[config.mk]
export PLATFORM = sky130hd
export DESIGN_NAME = id_ex_stage
export DESIGN_NICKNAME = d
export VERILOG_FILES = /design/src/rtl/alu_defs.sv /design/src/rtl/fwd_mux.sv /design/src/rtl/id_ex_stage.sv
export SDC_FILE = /design/constraint.sdc
export NUM_CORES = 1
export LEC_CHECK = 0
export BUFFER_PORTS_ARGS = -buffer_cell sky130_fd_sc_hd__buf_4
export CAP_MARGIN = 10
export CORE_UTILIZATION = 30
export DETAILED_ROUTE_END_ITERATION = 16
export PLACE_DENSITY = 0.66
export SYNTH_ARGS = -nofsm -noshare
export SYNTH_HDL_FRONTEND = slang
export SYNTH_SLANG_ARGS = --single-unit
[constraint.sdc]
create_clock -name clk -period 4 [get_ports clk]
set_input_delay 0.6 -clock clk [delete_from_list [all_inputs] [get_ports clk]]
set_output_delay 0.6 -clock clk [all_outputs]
set_load 0.05 [all_outputs]
[src/rtl/alu_defs.sv]
// Shared ALU opcode and operand-select encodings for the ID/EX stage and the ALU.
package alu_defs;

  localparam logic [3:0] ALU_ADD  = 4'b0000;
  localparam logic [3:0] ALU_SUB  = 4'b0001;
  localparam logic [3:0] ALU_SLL  = 4'b0010;
  localparam logic [3:0] ALU_SLT  = 4'b0011;
  localparam logic [3:0] ALU_SLTU = 4'b0100;
  localparam logic [3:0] ALU_XOR  = 4'b0101;
  localparam logic [3:0] ALU_SRL  = 4'b0110;
  localparam logic [3:0] ALU_SRA  = 4'b0111;
  localparam logic [3:0] ALU_OR   = 4'b1000;
  localparam logic [3:0] ALU_AND  = 4'b1001;

  localparam logic [1:0] SRC_A_RS1  = 2'd0;
  localparam logic [1:0] SRC_A_PC   = 2'd1;
  localparam logic [1:0] SRC_A_ZERO = 2'd2;
  localparam logic [1:0] SRC_A_RSVD = 2'd3;

  localparam logic SRC_B_RS2 = 1'b0;
  localparam logic SRC_B_IMM = 1'b1;

endpackage

[src/rtl/fwd_mux.sv]
// Operand forwarding mux: newest producer (EX/MEM) wins over MEM/WB; x0 never forwarded.
module fwd_mux #(
  parameter int XLEN       = 32,
  parameter int REG_ADDR_W = 5
) (
  input  logic [REG_ADDR_W-1:0] rs_addr,
  input  logic [XLEN-1:0]       rf_data,
  input  logic [REG_ADDR_W-1:0] mem_rd_addr,
  input  logic                  mem_reg_write,
  input  logic [XLEN-1:0]       mem_fwd_data,
  input  logic [REG_ADDR_W-1:0] wb_rd_addr,
  input  logic                  wb_reg_write,
  input  logic [XLEN-1:0]       wb_fwd_data,
  output logic [XLEN-1:0]       fwd_data
);

  logic mem_hit;
  logic wb_hit;

  always_comb begin
    mem_hit = mem_reg_write && (mem_rd_addr != '0) && (mem_rd_addr == rs_addr);
    wb_hit  = wb_reg_write && (wb_rd_addr != '0) && (wb_rd_addr == rs_addr);
    if (mem_hit) begin
      fwd_data = mem_fwd_data;
    end else if (wb_hit) begin
      fwd_data = wb_fwd_data;
    end else begin
      fwd_data = rf_data;
    end
  end

endmodule

[src/rtl/id_ex_stage.sv]
// ID/EX pipeline register with forwarding and operand selection feeding the RV32I ALU.
// Also raises a combinational load-use stall and inserts a bubble for it.
module id_ex_stage
  import alu_defs::*;
#(
  parameter int XLEN       = 32,
  parameter int REG_ADDR_W = 5
) (
  input  logic                  clk,
  input  logic                  rst,
  input  logic                  stall,
  input  logic                  flush,
  input  logic                  id_valid,
  input  logic [XLEN-1:0]       id_pc,
  input  logic [XLEN-1:0]       id_rs1_data,
  input  logic [XLEN-1:0]       id_rs2_data,
  input  logic [XLEN-1:0]       id_imm,
  input  logic [REG_ADDR_W-1:0] id_rs1_addr,
  input  logic [REG_ADDR_W-1:0] id_rs2_addr,
  input  logic [REG_ADDR_W-1:0] id_rd_addr,
  input  logic [3:0]            id_alu_ctrl,
  input  logic [1:0]            id_src_a_sel,
  input  logic                  id_src_b_sel,
  input  logic                  id_reg_write,
  input  logic                  id_mem_read,
  input  logic                  id_mem_write,
  input  logic [REG_ADDR_W-1:0] mem_rd_addr,
  input  logic                  mem_reg_write,
  input  logic [XLEN-1:0]       mem_fwd_data,
  input  logic [REG_ADDR_W-1:0] wb_rd_addr,
  input  logic                  wb_reg_write,
  input  logic [XLEN-1:0]       wb_fwd_data,
  output logic                  load_use_stall,
  output logic [XLEN-1:0]       operand_a,
  output logic [XLEN-1:0]       operand_b,
  output logic [3:0]            ex_alu_ctrl,
  output logic [XLEN-1:0]       ex_store_data,
  output logic                  ex_valid,
  output logic                  ex_reg_write,
  output logic                  ex_mem_read,
  output logic                  ex_mem_write,
  output logic [REG_ADDR_W-1:0] ex_rd_addr,
  output logic [XLEN-1:0]       ex_pc
);

  logic                  valid_q, valid_d;
  logic [XLEN-1:0]       pc_q, pc_d;
  logic [XLEN-1:0]       rs1_data_q, rs1_data_d;
  logic [XLEN-1:0]       rs2_data_q, rs2_data_d;
  logic [XLEN-1:0]       imm_q, imm_d;
  logic [REG_ADDR_W-1:0] rs1_addr_q, rs1_addr_d;
  logic [REG_ADDR_W-1:0] rs2_addr_q, rs2_addr_d;
  logic [REG_ADDR_W-1:0] rd_addr_q, rd_addr_d;
  logic [3:0]            alu_ctrl_q, alu_ctrl_d;
  logic [1:0]            src_a_sel_q, src_a_sel_d;
  logic                  src_b_sel_q, src_b_sel_d;
  logic                  reg_write_q, reg_write_d;
  logic                  mem_read_q, mem_read_d;
  logic                  mem_write_q, mem_write_d;

  logic [XLEN-1:0] rs1_fwd;
  logic [XLEN-1:0] rs2_fwd;

  // Flow contract: stall holds this stage; flush and load-use both load a bubble,
  // flush taking priority over stall. load_use_stall is raised regardless of
  // stall/flush, and upstream is responsible for masking it while holding IF/ID.
  always_comb begin
    load_use_stall = valid_q && mem_read_q && (rd_addr_q != '0) && id_valid &&
                     ((rd_addr_q == id_rs1_addr) || (rd_addr_q == id_rs2_addr));
  end

  always_comb begin
    valid_d     = valid_q;
    pc_d        = pc_q;
    rs1_data_d  = rs1_data_q;
    rs2_data_d  = rs2_data_q;
    imm_d       = imm_q;
    rs1_addr_d  = rs1_addr_q;
    rs2_addr_d  = rs2_addr_q;
    rd_addr_d   = rd_addr_q;
    alu_ctrl_d  = alu_ctrl_q;
    src_a_sel_d = src_a_sel_q;
    src_b_sel_d = src_b_sel_q;
    reg_write_d = reg_write_q;
    mem_read_d  = mem_read_q;
    mem_write_d = mem_write_q;
    if (flush || (!stall && load_use_stall)) begin
      valid_d     = 1'b0;
      pc_d        = '0;
      rs1_data_d  = '0;
      rs2_data_d  = '0;
      imm_d       = '0;
      rs1_addr_d  = '0;
      rs2_addr_d  = '0;
      rd_addr_d   = '0;
      alu_ctrl_d  = ALU_ADD;
      src_a_sel_d = SRC_A_RS1;
      src_b_sel_d = SRC_B_RS2;
      reg_write_d = 1'b0;
      mem_read_d  = 1'b0;
      mem_write_d = 1'b0;
    end else if (!stall) begin
      valid_d     = id_valid;
      pc_d        = id_pc;
      rs1_data_d  = id_rs1_data;
      rs2_data_d  = id_rs2_data;
      imm_d       = id_imm;
      rs1_addr_d  = id_rs1_addr;
      rs2_addr_d  = id_rs2_addr;
      rd_addr_d   = id_rd_addr;
      alu_ctrl_d  = id_alu_ctrl;
      src_a_sel_d = id_src_a_sel;
      src_b_sel_d = id_src_b_sel;
      reg_write_d = id_reg_write;
      mem_read_d  = id_mem_read;
      mem_write_d = id_mem_write;
    end
  end

  always_ff @(posedge clk) begin
    if (rst) begin
      valid_q     <= 1'b0;
      pc_q        <= '0;
      rs1_data_q  <= '0;
      rs2_data_q  <= '0;
      imm_q       <= '0;
      rs1_addr_q  <= '0;
      rs2_addr_q  <= '0;
      rd_addr_q   <= '0;
      alu_ctrl_q  <= ALU_ADD;
      src_a_sel_q <= SRC_A_RS1;
      src_b_sel_q <= SRC_B_RS2;
      reg_write_q <= 1'b0;
      mem_read_q  <= 1'b0;
      mem_write_q <= 1'b0;
    end else begin
      valid_q     <= valid_d;
      pc_q        <= pc_d;
      rs1_data_q  <= rs1_data_d;
      rs2_data_q  <= rs2_data_d;
      imm_q       <= imm_d;
      rs1_addr_q  <= rs1_addr_d;
      rs2_addr_q  <= rs2_addr_d;
      rd_addr_q   <= rd_addr_d;
      alu_ctrl_q  <= alu_ctrl_d;
      src_a_sel_q <= src_a_sel_d;
      src_b_sel_q <= src_b_sel_d;
      reg_write_q <= reg_write_d;
      mem_read_q  <= mem_read_d;
      mem_write_q <= mem_write_d;
    end
  end

  // Forwarding runs off the registered sources every cycle, so a held instruction
  // still picks up producer results that arrive while it is stalled.
  fwd_mux #(.XLEN(XLEN), .REG_ADDR_W(REG_ADDR_W)) u_fwd_rs1 (
    .rs_addr       (rs1_addr_q),
    .rf_data       (rs1_data_q),
    .mem_rd_addr   (mem_rd_addr),
    .mem_reg_write (mem_reg_write),
    .mem_fwd_data  (mem_fwd_data),
    .wb_rd_addr    (wb_rd_addr),
    .wb_reg_write  (wb_reg_write),
    .wb_fwd_data   (wb_fwd_data),
    .fwd_data      (rs1_fwd)
  );

  fwd_mux #(.XLEN(XLEN), .REG_ADDR_W(REG_ADDR_W)) u_fwd_rs2 (
    .rs_addr       (rs2_addr_q),
    .rf_data       (rs2_data_q),
    .mem_rd_addr   (mem_rd_addr),
    .mem_reg_write (mem_reg_write),
    .mem_fwd_data  (mem_fwd_data),
    .wb_rd_addr    (wb_rd_addr),
    .wb_reg_write  (wb_reg_write),
    .wb_fwd_data   (wb_fwd_data),
    .fwd_data      (rs2_fwd)
  );

  always_comb begin
    case (src_a_sel_q)
      SRC_A_RS1: operand_a = rs1_fwd;
      SRC_A_PC:  operand_a = pc_q;
      default:   operand_a = '0;
    endcase
    operand_b     = (src_b_sel_q == SRC_B_IMM) ? imm_q : rs2_fwd;
    ex_store_data = rs2_fwd;
    ex_alu_ctrl   = alu_ctrl_q;
    ex_valid      = valid_q;
    ex_reg_write  = reg_write_q;
    ex_mem_read   = mem_read_q;
    ex_mem_write  = mem_write_q;
    ex_rd_addr    = rd_addr_q;
    ex_pc         = pc_q;
  end

endmodule

==> flow_summary.json <==
{
  "ant_nets": 0,
  "crit_type": "primary input to output port",
  "first_pass_iters": 5,
  "required_ns": 3.40,
  "dp_slack_ns": 0.494,
  "layout_setup_ws_ns": 0.416,
  "cp_common_cell": "buf_4",
  "start_kind": "primary input",
  "initial_core_util_pct": 30.5,
  "hpwl_um": 24200,
  "fin_util_pct": 45.6,
  "die_width_um": 159,
  "gp_congestion": 0.881,
  "synth.yosys.seq_area_share_pct": 41.5,
  "clock_sinks": 154,
  "antenna_found_initial": 1,
  "path_cells": "buf_4 > or4_4 > o211ai_1 > buf_4 > o21ai_0 > a31oi_1 > mux2_2 > buf_4",
  "setup_viol": 0,
  "cts.clk_slew.worst_paths_ns": 0.08,
  "clock-root-buffer": "clkbuf_16",
  "finalCritPeriodShare_pct": 89.6,
  "dp.cells": 1377,
  "port_buffers": 375,
  "num_rows": 57,
  "netlist.area_leader.share_pct": 41.5,
  "p_leak_nw": 4.82,
  "grtUsageTotal_pct": 26.2,
  "syn_area_mm2": 0.00743,
  "grt-ovfl-total": 0,
  "drive_above_1_share_pct": 43.5,
  "die_h_um": 159,
  "crit_path_max_fanout": 32,
  "via_per_inst": 5.68,
  "p_per_area_mw_per_mm2": 379,
  "synth-warning-count": 0,
  "first_global_vias": 7823,
  "cts_made_buffers": 17,
  "tightest_slew_ns": 1.03,
  "area_growth_pct": 49.4,
  "rsz0062_at_grt": "no",
  "finalMaxSlewViolations": 0,
  "critPathArrivalTime_ns": 2.98,
  "crit_path_start": "wb_rd_addr[2]",
  "r2r-end": "rs1_data_q[6]",
  "grt_max_degree": 96,
  "cp-end-kind": "output port",
  "drc": 0,
  "slowest_stage": "or4_4",
  "synthTopCellsByArea": "dfxtp_1 42%, a22o_1 18%, mux2_2 4.9%",
  "syn-instance-count": 748,
  "vias": 8011,
  "cts_tree": "yes",
  "fin_worst_skew_ns": 0.0159,
  "layout_common_cells": "391 x buf_4, 154 x a22o_1, 153 x dfxtp_1, 35 x nand3_1",
  "grt_pass1_wl_um": 50300,
  "r2r_slack_ns": 1.73,
  "cts_setup_buffers": 0,
  "fmax_mhz": 279,
  "synth_seq_cells": 154,
  "final_common_cell": "buf_4",
  "holdCritPathClass": "primary input to flop",
  "synth_cell_type_count": 43,
  "routed_wirelength_um": 34100,
  "r2r_cells": 6,
  "cpPeakStageDelay_ns": 0.55,
  "cts_max_level": 4,
  "status": "completed",
  "wl_per_cell_um": 24.2,
  "final_hold_viol_count": 0,
  "crit_path_end": "operand_b[21]",
  "tns_ns": 0,
  "ctsResizeCount": 0,
  "clockBufferDepth": 2,
  "fin_crit_ns": 3.58,
  "place_area_mm2": 0.0105,
  "avgSynthCellArea_um2": 9.93,
  "ir_drop_uv": 208,
  "hold_buffers": 0,
  "cap_violations": 0,
  "drt-initial-drc-count": 726,
  "fin_nets": 1306,
  "timing.rr.start": "ex_rd_addr[3]",
  "final_cell_area_mm2": 0.0111,
  "io_pins": 376,
  "clkLatencyLatePin_ns": 0.43,
  "final_cell_count_no_fill": 1410,
  "core_mm2": 0.0243,
  "synth.largest_area_cell": "dfxtp_1",
  "dieArea_mm2": 0.0254,
  "slew_headroom_pct": 31.4,
  "synth_nets": 982
}
==> layout make-up <==
cell class | count | area [µm²]
Timing Repair Buffer | 394 | 3000
Fill cell | 2358 | 13200
Tap cell | 324 | 405
Inverter | 1 | 3.75
Clock inverter | 15 | 168
Multi-Input combinational cell | 504 | 4010
Clock buffer | 17 | 425
Antenna cell | 1 | 2.50
Sequential cell | 154 | 3080
==> worst min path at each step <==
stage | start | end | cells past startpoint
after floorplan | rs1_data_q[29] | rs1_data_q[29] | 1
after global routing | id_rs2_data[28] | rs2_data_q[28] | 2
after global placement | rs2_data_q[10] | rs2_data_q[10] | 1
after CTS | id_rs2_data[25] | rs2_data_q[25] | 2
after detailed placement | rs2_data_q[8] | rs2_data_q[8] | 1
final | id_rs1_data[0] | rs1_data_q[0] | 2
==> synth_stat cells <==
| cell type | count |
|---|---|
| a2111oi_4 | 1 |
| a21boi_0 | 1 |
| a21oi_1 | 1 |
| a221o_1 | 31 |
| a22o_1 | 154 |
| a311oi_1 | 1 |
| a31oi_1 | 32 |
| a32o_1 | 31 |
| and2_1 | 1 |
| and3_1 | 31 |
| and4_1 | 1 |
| buf_1 | 1 |
| buf_2 | 5 |
| buf_4 | 9 |
| clkbuf_1 | 71 |
| clkbuf_2 | 3 |
| dfxtp_1 | 154 |
| inv_1 | 1 |
| mux2_2 | 32 |
| nand2_1 | 5 |
| nand2b_1 | 31 |
| nand3_1 | 36 |
| nand4_1 | 2 |
| nor2_1 | 3 |
| nor2b_1 | 1 |
| nor3_1 | 1 |
| nor3_2 | 1 |
| nor3b_1 | 1 |
| nor4_1 | 32 |
| nor4_2 | 1 |
| o211a_1 | 2 |
| o211ai_1 | 1 |
| o211ai_2 | 1 |
| o21a_1 | 1 |
| o21ai_0 | 31 |
| o21ai_1 | 2 |
| o22ai_1 | 1 |
| o41ai_1 | 1 |
| or3_1 | 1 |
| or4_1 | 1 |
| or4_4 | 1 |
| xnor2_1 | 26 |
| xor2_1 | 4 |
==> report_power, final <==
group / internal [W] / switching [W]
clock: 0.000896 / 0.000775
sequential: 0.00158 / 0.0000450
combinational: 0.000372 / 0.000535
total: 0.00285 / 0.00136
==> stage by stage <==
stage	power (W)	hold slack, ns
2_1_floorplan	0.00215	0.436
3_3_place_gp	0.00256	0.450
3_5_place_dp	0.00257	0.449
4_1_cts	0.00424	0.360
5_1_grt	0.00435	0.368
6_report	0.00421	0.380
==> per-layer routing <==
| layer | GRT usage (%) | wire (µm) | vias up |
|---|---|---|---|
| met5 | 0 | 0 | - |
| met4 | 9.22 | 817 | 0 |
| met3 | 5.83 | 2680 | 48 |
| met2 | 41.8 | 16000 | 426 |
| met1 | 34.6 | 14600 | 3899 |
| li1 | - | - | 3638 |
==> worst max-delay path, delay by kind of cell <==
kind	cells	cell delay [ns]
AND/OR/NAND/NOR	1	0.55
buffers and inverters	3	0.72
AO/OA/AOI/OAI	3	0.83
multiplexers	1	0.27
==> state kept, by name, indices dropped and copies added (netlist names), 2 cells and up <==
signal,cells
rs1_addr_q,5
imm_q,32
rs2_data_q,32
ex_alu_ctrl,4
src_a_sel_q,2
rs2_addr_q,5
ex_pc,32
rs1_data_q,32
ex_rd_addr,5
==> logic make-up (layout without fill, tap and decap cells) <==
logic type	count (synthesis)	count (layout)	share of synthesized area, %
compound gates	292	292	32.9
xor+xnor	30	30	3.54
buf+inv	90	427	5.14
flops	154	154	41.5
mux	32	32	4.85
other cells	0	1	0
simple gates	150	150	12.0
(Power assumes the default switching activity.)
